`src/rtl/div_unit_pkg.sv`:
```
// Shared definitions for the iterative divider: operand width default,
// M-extension op codes as seen on the ALU op bus, and op decode helpers.
package div_unit_pkg;

  localparam int DIV_XLEN = 32;

  // Op codes shared with the ALU decode (5-bit alu_op bus).
  localparam logic [4:0] ALU_DIV  = 5'd12;
  localparam logic [4:0] ALU_DIVU = 5'd13;
  localparam logic [4:0] ALU_REM  = 5'd14;
  localparam logic [4:0] ALU_REMU = 5'd15;

  // Per-operation control captured at accept and used during sign fix-up.
  typedef struct packed {
    logic is_rem;  // return remainder instead of quotient
    logic neg_q;   // negate the magnitude quotient
    logic neg_r;   // negate the magnitude remainder (takes sign of dividend)
  } div_ctrl_t;

  function automatic logic is_div_op(input logic [4:0] op);
    return (op == ALU_DIV) || (op == ALU_DIVU) ||
           (op == ALU_REM) || (op == ALU_REMU);
  endfunction

  function automatic logic is_signed_op(input logic [4:0] op);
    return (op == ALU_DIV) || (op == ALU_REM);
  endfunction

  function automatic logic is_rem_op(input logic [4:0] op);
    return (op == ALU_REM) || (op == ALU_REMU);
  endfunction

endpackage

```
`src/rtl/div_unit.sv`:
```
// Iterative radix-2 restoring divider for DIV/DIVU/REM/REMU.
// One request in over valid/ready, one result out over valid/ready.
// Divide-by-zero and signed overflow are resolved at accept and skip
// the iteration; all other ops take XLEN cycles of CALC.
module div_unit
  import div_unit_pkg::*;
#(
  parameter int XLEN = DIV_XLEN
) (
  input  logic            clk,
  input  logic            rst_n,
  input  logic            flush,
  input  logic            req_valid,
  output logic            req_ready,
  input  logic [4:0]      alu_op,
  input  logic [XLEN-1:0] a,
  input  logic [XLEN-1:0] b,
  output logic            resp_valid,
  input  logic            resp_ready,
  output logic [XLEN-1:0] result,
  output logic            busy
);

  typedef enum logic [1:0] {
    S_IDLE = 2'd0,
    S_CALC = 2'd1,
    S_DONE = 2'd2
  } state_t;

  localparam int              CNT_W    = $clog2(XLEN);
  localparam logic [CNT_W-1:0] LAST_CNT = CNT_W'(XLEN - 1);
  localparam logic [XLEN-1:0]  MIN_NEG  = {1'b1, {(XLEN-1){1'b0}}};

  state_t state, state_nxt;

  logic [CNT_W-1:0] count;
  logic [XLEN-1:0]  quo;      // dividend shifting out MSB first, quotient shifting in
  logic [XLEN-1:0]  rem;      // partial remainder, always < divisor between steps
  logic [XLEN-1:0]  dvs;      // divisor magnitude
  div_ctrl_t        ctrl;
  logic [XLEN-1:0]  result_q;

  // Request-side decode
  logic            op_signed;
  logic            accept;
  logic            b_zero;
  logic            sgn_ovf;
  logic            special;
  logic [XLEN-1:0] a_mag;
  logic [XLEN-1:0] b_mag;
  logic [XLEN-1:0] special_res;
  div_ctrl_t       ctrl_in;

  // Iteration datapath
  logic [XLEN:0]   rem_shift;
  logic [XLEN:0]   rem_sub;
  logic            step_ge;
  logic [XLEN-1:0] rem_step;
  logic [XLEN-1:0] quo_step;
  logic [XLEN-1:0] quo_fix;
  logic [XLEN-1:0] rem_fix;
  logic [XLEN-1:0] calc_res;
  logic            last_step;

  assign op_signed = is_signed_op(alu_op);

  // Flush has priority over a new accept; unknown ops are silently dropped.
  assign accept = req_valid && (state == S_IDLE) && !flush && is_div_op(alu_op);

  assign b_zero  = (b == '0);
  assign sgn_ovf = op_signed && (a == MIN_NEG) && (b == '1);
  assign special = b_zero || sgn_ovf;

  // Magnitudes; MIN_NEG negates to itself, which is its correct unsigned magnitude.
  assign a_mag = (op_signed && a[XLEN-1]) ? -a : a;
  assign b_mag = (op_signed && b[XLEN-1]) ? -b : b;

  assign ctrl_in.is_rem = is_rem_op(alu_op);
  assign ctrl_in.neg_q  = op_signed && (a[XLEN-1] ^ b[XLEN-1]);
  assign ctrl_in.neg_r  = op_signed && a[XLEN-1];

  // Results for the cases that bypass the iteration.
  // NOTE: every signal written in always_comb gets a default first so no latch is inferred.
  always_comb begin
    special_res = '0;
    if (b_zero) begin
      special_res = ctrl_in.is_rem ? a : '1;
    end else if (sgn_ovf) begin
      special_res = ctrl_in.is_rem ? '0 : MIN_NEG;
    end
  end

  // One restoring step: shift the next dividend bit into the remainder and
  // subtract the divisor when it fits. The shifted remainder is XLEN+1 bits,
  // so the difference is negative exactly when its top bit is set.
  assign rem_shift = {rem, quo[XLEN-1]};
  assign rem_sub   = rem_shift - {1'b0, dvs};
  assign step_ge   = !rem_sub[XLEN];
  assign rem_step  = step_ge ? rem_sub[XLEN-1:0] : rem_shift[XLEN-1:0];
  assign quo_step  = {quo[XLEN-2:0], step_ge};
  assign last_step = (count == LAST_CNT);

  // Sign fix applied to the final step's outputs on the way into DONE.
  assign quo_fix  = ctrl.neg_q ? -quo_step : quo_step;
  assign rem_fix  = ctrl.neg_r ? -rem_step : rem_step;
  assign calc_res = ctrl.is_rem ? rem_fix : quo_fix;

  // State register
  // NOTE: sequential state uses non-blocking assignments so every flop samples pre-edge values.
  always_ff @(posedge clk or negedge rst_n) begin
    if (!rst_n) begin
      state <= S_IDLE;
    end else begin
      state <= state_nxt;
    end
  end

  // Next-state logic
  always_comb begin
    state_nxt = state;
    unique case (state)
      S_IDLE: begin
        if (accept) begin
          state_nxt = special ? S_DONE : S_CALC;
        end
      end
      S_CALC: begin
        if (flush) begin
          state_nxt = S_IDLE;
        end else if (last_step) begin
          state_nxt = S_DONE;
        end
      end
      S_DONE: begin
        if (flush || resp_ready) begin
          state_nxt = S_IDLE;
        end
      end
      default: state_nxt = S_IDLE;
    endcase
  end

  // Operand capture at accept, one iteration per CALC cycle, result capture on entry to DONE.
  // NOTE: datapath registers are reset too, so result reads 0 after reset as the interface promises.
  always_ff @(posedge clk or negedge rst_n) begin
    if (!rst_n) begin
      count    <= '0;
      quo      <= '0;
      rem      <= '0;
      dvs      <= '0;
      ctrl     <= '0;
      result_q <= '0;
    end else if (accept) begin
      count <= '0;
      quo   <= a_mag;
      rem   <= '0;
      dvs   <= b_mag;
      ctrl  <= ctrl_in;
      if (special) begin
        result_q <= special_res;
      end
    end else if ((state == S_CALC) && !flush) begin
      count <= count + CNT_W'(1);
      quo   <= quo_step;
      rem   <= rem_step;
      if (last_step) begin
        result_q <= calc_res;
      end
    end
  end

  assign req_ready  = (state == S_IDLE);
  assign resp_valid = (state == S_DONE);
  assign busy       = (state != S_IDLE);
  assign result     = result_q;

endmodule

```
`config.mk`:
```
export PLATFORM = sky130hd
export DESIGN_NAME = div_unit
export DESIGN_NICKNAME = d
export VERILOG_FILES = /design/src/rtl/div_unit_pkg.sv /design/src/rtl/div_unit.sv
export SDC_FILE = /design/constraint.sdc
export NUM_CORES = 1
export LEC_CHECK = 0
export CAP_MARGIN = 10
export CELL_PAD_IN_SITES_DETAIL_PLACEMENT = 1
export CELL_PAD_IN_SITES_GLOBAL_PLACEMENT = 2
export CORE_MARGIN = 3
export CORE_UTILIZATION = 32
export CTS_CLUSTER_SIZE = 12
export DETAILED_ROUTE_END_ITERATION = 10
export GPL_TIMING_DRIVEN = 0
export PLACE_DENSITY_LB_ADDON = 0.1
export SLEW_MARGIN = 20
export SYNTH_ARGS = -nofsm -noshare
export SYNTH_HDL_FRONTEND = slang
export SYNTH_SLANG_ARGS = --single-unit
```
`constraint.sdc`:
```
create_clock -name clk -period 4.81 [get_ports clk]
set_input_delay 1.2025 -clock clk [delete_from_list [all_inputs] [get_ports clk]]
set_output_delay 1.2025 -clock clk [all_outputs]
set_load 0.005 [all_outputs]
```
Word-level counts from Yosys, hierarchy flattened
Index checks and enable logic that the tools add are counted.

operators by class
  add/subtract/negate cells = 6
  eq/ne operators = 13
  multiplexer cells = 26
  bitwise gates (word level) = 1
  reduce and logical (&&, ||, !) cells = 25

operators by type and width
  kind                  number
  $mux 32               18
  $neg 32->32           4
  $eq 32x32->1 const B  2
  $sub 33x32->33        1
  $logic_not 32->1      1
  $eq 5x4->1 const B    4
  $mux 2                5
  $mux 5                2
  $logic_and 1x1->1     9
  $logic_or 1x1->1      7
  $ne 2x1->1 const B    3
  $pmux 2 s3            1
  $reduce_and 3->1      2
  $reduce_bool 2->1     3
  $add 5x1->5 const B   1
  $eq 5x5->1 const B    1
  $ne 3x3->1 const B    1
  $eq 2x1->1 const B    1
  $eq 2x2->1 const B    1
  $logic_not 1->1       2
  $logic_not 2->1       1
  $xor 1x1->1           1

word-level totals
  flip-flop bits (word level) = 138
  logic and storage cells = 80

Depth between registers and ports, before layout
  word-level depth = 8
  gate-level depth with buffers = 23
  mapped depth without buffers = 20

Worst setup path before layout
Ideal clock, no wire load.

  kind = register -> register
  start = reg quo[31]
  end = reg result_q[20], in the netlist result[20]
  arrival = 4.762 ns
  data required time = 4.684 ns
  path slack = -0.078 ns
  cell stages (with the launch flop) = 24
  buffers on the path = 3
  path through = dfrtp_1 inv_1 ha_1 fa_1 nor2b_1 o31ai_2 a21o_1 a211oi_2 o21a_1 buf_6 nor2_8 inv_4 buf_2 buf_2 nor2_1 a21oi_1 ha_1 nand2_1 a2111oi_1 o22ai_1 o21bai_1 o21ai_0 xor2_1 a221o_1

on the way
  word-level cells in the longest chain between the ends = 8
  elaborated cells on any way between the ends = 11
  classes of those cells = add/sub (3); mux (7); reduce/logical (1)

ends and longest elaborated chain
  item                                               line                              RTL
  start: declaration                                 div_unit.sv:37                    logic [XLEN-1:0] quo;
  start signal: assignment                           div_unit.sv:155                   quo <= a_mag;
  start signal: assignment                           div_unit.sv:164                   quo <= quo_step;
  $sub 33x32->33                                     div_unit.sv:97                    assign rem_sub = rem_shift - {1'b0, dvs};
  $mux 32 / $logic_not 1->1 (equally long branches)  div_unit.sv:99, div_unit.sv:98
  $neg 32->32 (on tied branches)                     div_unit.sv:105, div_unit.sv:104
  $mux 32 (on tied branches)                         div_unit.sv:105, div_unit.sv:104
  $mux 32 (*)                                        div_unit.sv:106                   assign calc_res = ctrl.is_rem ? rem_fix : quo_fix;
  $mux 32 (*)                                        div_unit.sv:166                   if (last_step) begin
  $mux 32 (*)                                        div_unit.sv:162                   end else if ((state == S_CALC) && !flush) begin
  $mux 32 (*)                                        div_unit.sv:153                   end else if (accept) begin
  end signal: assignment                             div_unit.sv:160                   result_q <= special_res;
  end signal: assignment                             div_unit.sv:167                   result_q <= calc_res;
  end: declaration                                   div_unit.sv:41                    logic [XLEN-1:0] result_q;

Mark *: on every way between the ends. The rest lies on a longest branch, timed or not. The select of a mux whose other input is x is not followed.
A chain may end at the register's enable or synchronous reset.

Final worst setup path
  start = reg dvs[0]
  end = reg result_q[30], in the netlist result[30]

on the way
  word-level cells in the longest chain between the ends = 8
  elaborated cells on any way between the ends = 11
  classes of those cells = add/sub (3); mux (7); reduce/logical (1)

ends and longest elaborated chain
  item                                               line                              RTL
  start: declaration                                 div_unit.sv:39                    logic [XLEN-1:0] dvs;
  start signal: assignment                           div_unit.sv:157                   dvs <= b_mag;
  $sub 33x32->33 (*)                                 div_unit.sv:97
  $mux 32 / $logic_not 1->1 (equally long branches)  div_unit.sv:99, div_unit.sv:98
  $neg 32->32 (on tied branches)                     div_unit.sv:105, div_unit.sv:104
  $mux 32 (on tied branches)                         div_unit.sv:105, div_unit.sv:104
  $mux 32 (*)                                        div_unit.sv:106
  $mux 32 (*)                                        div_unit.sv:166
  $mux 32 (*)                                        div_unit.sv:162
  $mux 32 (*)                                        div_unit.sv:153

Marks and branches as above.

==> impl_metrics.csv <==
group,metric,value,unit
die,die_y,195.2,microns
critical_path,required,5.12,ns
place,placed_area,0.01316,sq mm
critical_path,critPathSlowestCell,"dfrtp_2",
place,pre_cts_slack,-1.909,ns
critical_path,cp.arrival,5.10,ns
critical_path,cp_cell_sequence,"ha_4, fa_2, nor2b_4, o31ai_4, a21o_4, a211oi_4, o21a_1, buf_8, nor2_8, clkinv_4, buf_12, buf_12, nor2_4, a21oi_4, ha_4, nand2_4, a2111oi_4, o22ai_2, o21bai_4, o41ai_4, xnor2_2, o211ai_2",
cells_and_area,postLayoutCellArea,0.01424,sq mm
die,fp-row-count,68,
hold_path,min-delay-start,"dvs[27]",
clock_network,clock_latency,0.44,ns
die,coreArea,0.03488,sq mm
critical_path,critPathMaxFanout,8,
die,start_util,32.85,%
grt,use_met1,36.84,%
yosys,synthDistinctLibCells,77,
cells_and_area,layoutNonFillerInstCount,2080,
route,dr.pass1.iters,6,
yosys,synthFlopType,"dfrtp_1",
timing,rsz0062_at_grt,"true",
route,wirelength,49.52,mm
yosys,post-synth-top-count-cell,"o21ai_0",
place,hpwl,39.20,mm
critical_path,startpoint_type,"flip-flop",
timing,fin_skew,0.01534,ns
grt,grt_antenna_before_repair,1,
yosys,syn_nets,1573,
job,max_cap_violations,0,
place,numPlacedInstances,2024,
route,post_drt_wl_per_cell,23.81,microns
cells_and_area,syn2layout_area_growth,24.24,%
die,die_area,0.03812,sq mm
clock_network,cts_hold_buf,0,
clock_network,numCtsBuffers,17,
yosys,yosysSeqAreaShare,30.13,%
clock_network,cts_root_buf,"clkbuf_16",
timing,setup_viol,0,
clock_network,clk_pin_slew,0.06,ns
power_and_ir_drop,powerDensity,692.0,mW/mm^2
yosys,syn_area,0.01146,sq mm
timing,fmax,208.6,MHz
cells_and_area,fin_nets,1726,
critical_path,crit_path_start,"dvs[0]",
yosys,yosys-mux-area-fraction,2.675,%
grt,grt_busiest_layer,"met2",
timing,setup_slack,0.01531,ns
timing,worst_pin_slew,0.9365,ns
clock_network,tritoncts,"done",
cells_and_area,final-seq-area,0.003458,sq mm
yosys,synthSimpleGateAreaFrac,20.45,%
grt,grt-ovfl-total,0,
critical_path,crit_path_max_incr_delay,0.48,ns
die,io_pins,109,
yosys,synthCells,1459,
clock_network,cts_sinks,138,
critical_path,end_kind,"flip-flop",
cells_and_area,fillCellCount,4259,
timing,relSlewSlack,37.57,%
grt,grt_max_degree,92,
cells_and_area,n_antenna_cell,0,
power_and_ir_drop,leakage,5.699,nW
timing,period_minus_slack,4.795,ns
yosys,synth-compound-area-share,26.94,%
power_and_ir_drop,finalPower,9.852,mW
run_status,status,"complete, no violations",
yosys,synth_area_leaders,"dfrtp_1 30%, o21ai_0 8.6%, xnor2_1 5.4%",
yosys,synth_seq_cells,138,
yosys,yosysTopAreaCell,"dfrtp_1",
yosys,syn_avg_cell_area,7.855,sq um
critical_path,critPathKind,"flip-flop to flip-flop",
route,first_iter_violations,742,
route,drc,0,
yosys,synth_top_cell_area_share,30.13,%
yosys,synthArstFlopShare,100.0,%
grt,use_met3,2.640,%
critical_path,r2r-start,"dvs[0]",
hold_path,hp-class,"flip-flop to flip-flop",
yosys,synth_top_family_by_area,"compound AO/OA/AOI/OAI gates",
place,numPortBuffers,108,
grt,grt_usage,25.47,%
yosys,ys_top_cells_by_count,"197 x o21ai_0, 148 x nand2_1, 138 x dfrtp_1, 107 x nor2_1, 90 x a21oi_1",
route,vias,12013,
cells_and_area,drive_gt1_share,9.231,%
power_and_ir_drop,ir_drop,0.0002990,V
timing,fin_crit_sh,99.68,%
yosys,synth-adder-area-share,4.433,%
cells_and_area,multi_input_area,0.007727,sq mm
cells_and_area,fin_util,40.81,%
yosys,synth_xor_area_share,10.55,%
yosys,yosysWarnings,0,
timing,slew_viol_final,0,
grt,first_global_vias,12304,
die,fp.dieW,195.2,microns
place,gp_congestion,0.8567,
timing,hold_viol,0,
grt,grt.met2_usage,41.18,%
grt,grt_first_pass_wirelength,75.07,mm
route,antenna_left,0,
yosys,synth_edf_count,0,
clock_network,htreeDepth,4,
clock_network,clockBufferDepth,2,
route,via_per_inst,5.775,
==> repair_timing <==
item,in CTS,in global routing
resized for setup,40,45
hold endpoints to repair,0,0
setup buffers,10,23
pin swaps,9,21
setup endpoints to repair,34,27
==> stage by stage <==
step	setup TNS, ns	hold slack (ns)
after floorplan	0	0.4498
after global placement	-519.12	0.4620
after detailed placement	-33.74	0.4727
after CTS	-0.06771	0.4879
after global routing	-0.3738	0.5160
final	0	0.4814
==> state kept, by name (all words and copies together), names as in the netlist <==
name,cells
count,5
state,2
rem,32
ctrl,3
result,32
dvs,32
quo,32
==> path summary, 6_finish.rpt <==
check	end	slack [ns]	depth (start not counted)
max in group asynchronous	dvs[3]	3.28	2
worst max register to register	result[30]	0.02	22
worst min-delay path	dvs[27]	0.48	2
worst max-delay path	result[30]	0.02	22
worst min register to register	dvs[27]	0.48	2
min in group asynchronous	quo[8]	0.66	1
==> cell usage in the layout, fill, tap and decap left out, types with 19 or more instances in the layout <==
cell             Yosys  final
o31ai_1             24     23
clkdlybuf4s50_1      0    107
o21ai_0            197    190
nor3_1              27     27
nand2_1            148    147
clkbuf_1            63     55
inv_1               58     57
nor2_1             107    104
mux2i_1             25     25
a22oi_1             36     36
o211ai_1            29     29
a21oi_1             90     86
nand4_1             19     19
nand3_1             46     46
buf_4                0     32
xor2_1              67     67
ha_1                39     32
or3_1               24     23
xnor2_1             71     70
dfrtp_1            138    134
==> critical path, delay by kind of cell, from the launching register on <==
family	cells	cell delay [ns]
AO/OA/AOI/OAI	10	2.33
XOR/XNOR	1	0.19
adder cells (fa/ha/maj)	3	0.81
buffers and inverters	4	0.49
flip-flops	1	0.48
AND/OR/NAND/NOR	4	0.31
==> metal layers <==
metal	part of all wire [%]	up-vias
met5	0	-
met4	1.4	0
met3	3.9	42
met2	46	286
met1	49	6054
li1	-	5631
==> power breakdown <==
part / internal [mW] / leakage, nW / switching, mW
registers: 1.42 / 1.83 / 0.368
logic: 2.58 / 3.61 / 4.22
clock network: 0.675 / 0.256 / 0.593
==> cell families after synthesis <==
| kind of cell | count (synthesis) |
|---|---|
| AOI/OAI and AO/OA | 495 |
| xor gates and xnor gates | 138 |
| adders and majority gates | 40 |
| buffers and inverters | 141 |
| DFF | 138 |
| muxes | 30 |
| and+or+nand+nor | 477 |
==> final cells by class <==
type	count	area share, %
clock inverter	13	0.6591
multi-input combinational	1180	54.28
tap	455	3.999
sequential	138	24.29
timing repair buffer	142	9.570
clock buffer	19	3.111
buffer	72	2.452
inverter	61	1.643
Power figures use the tool's default switching activity.
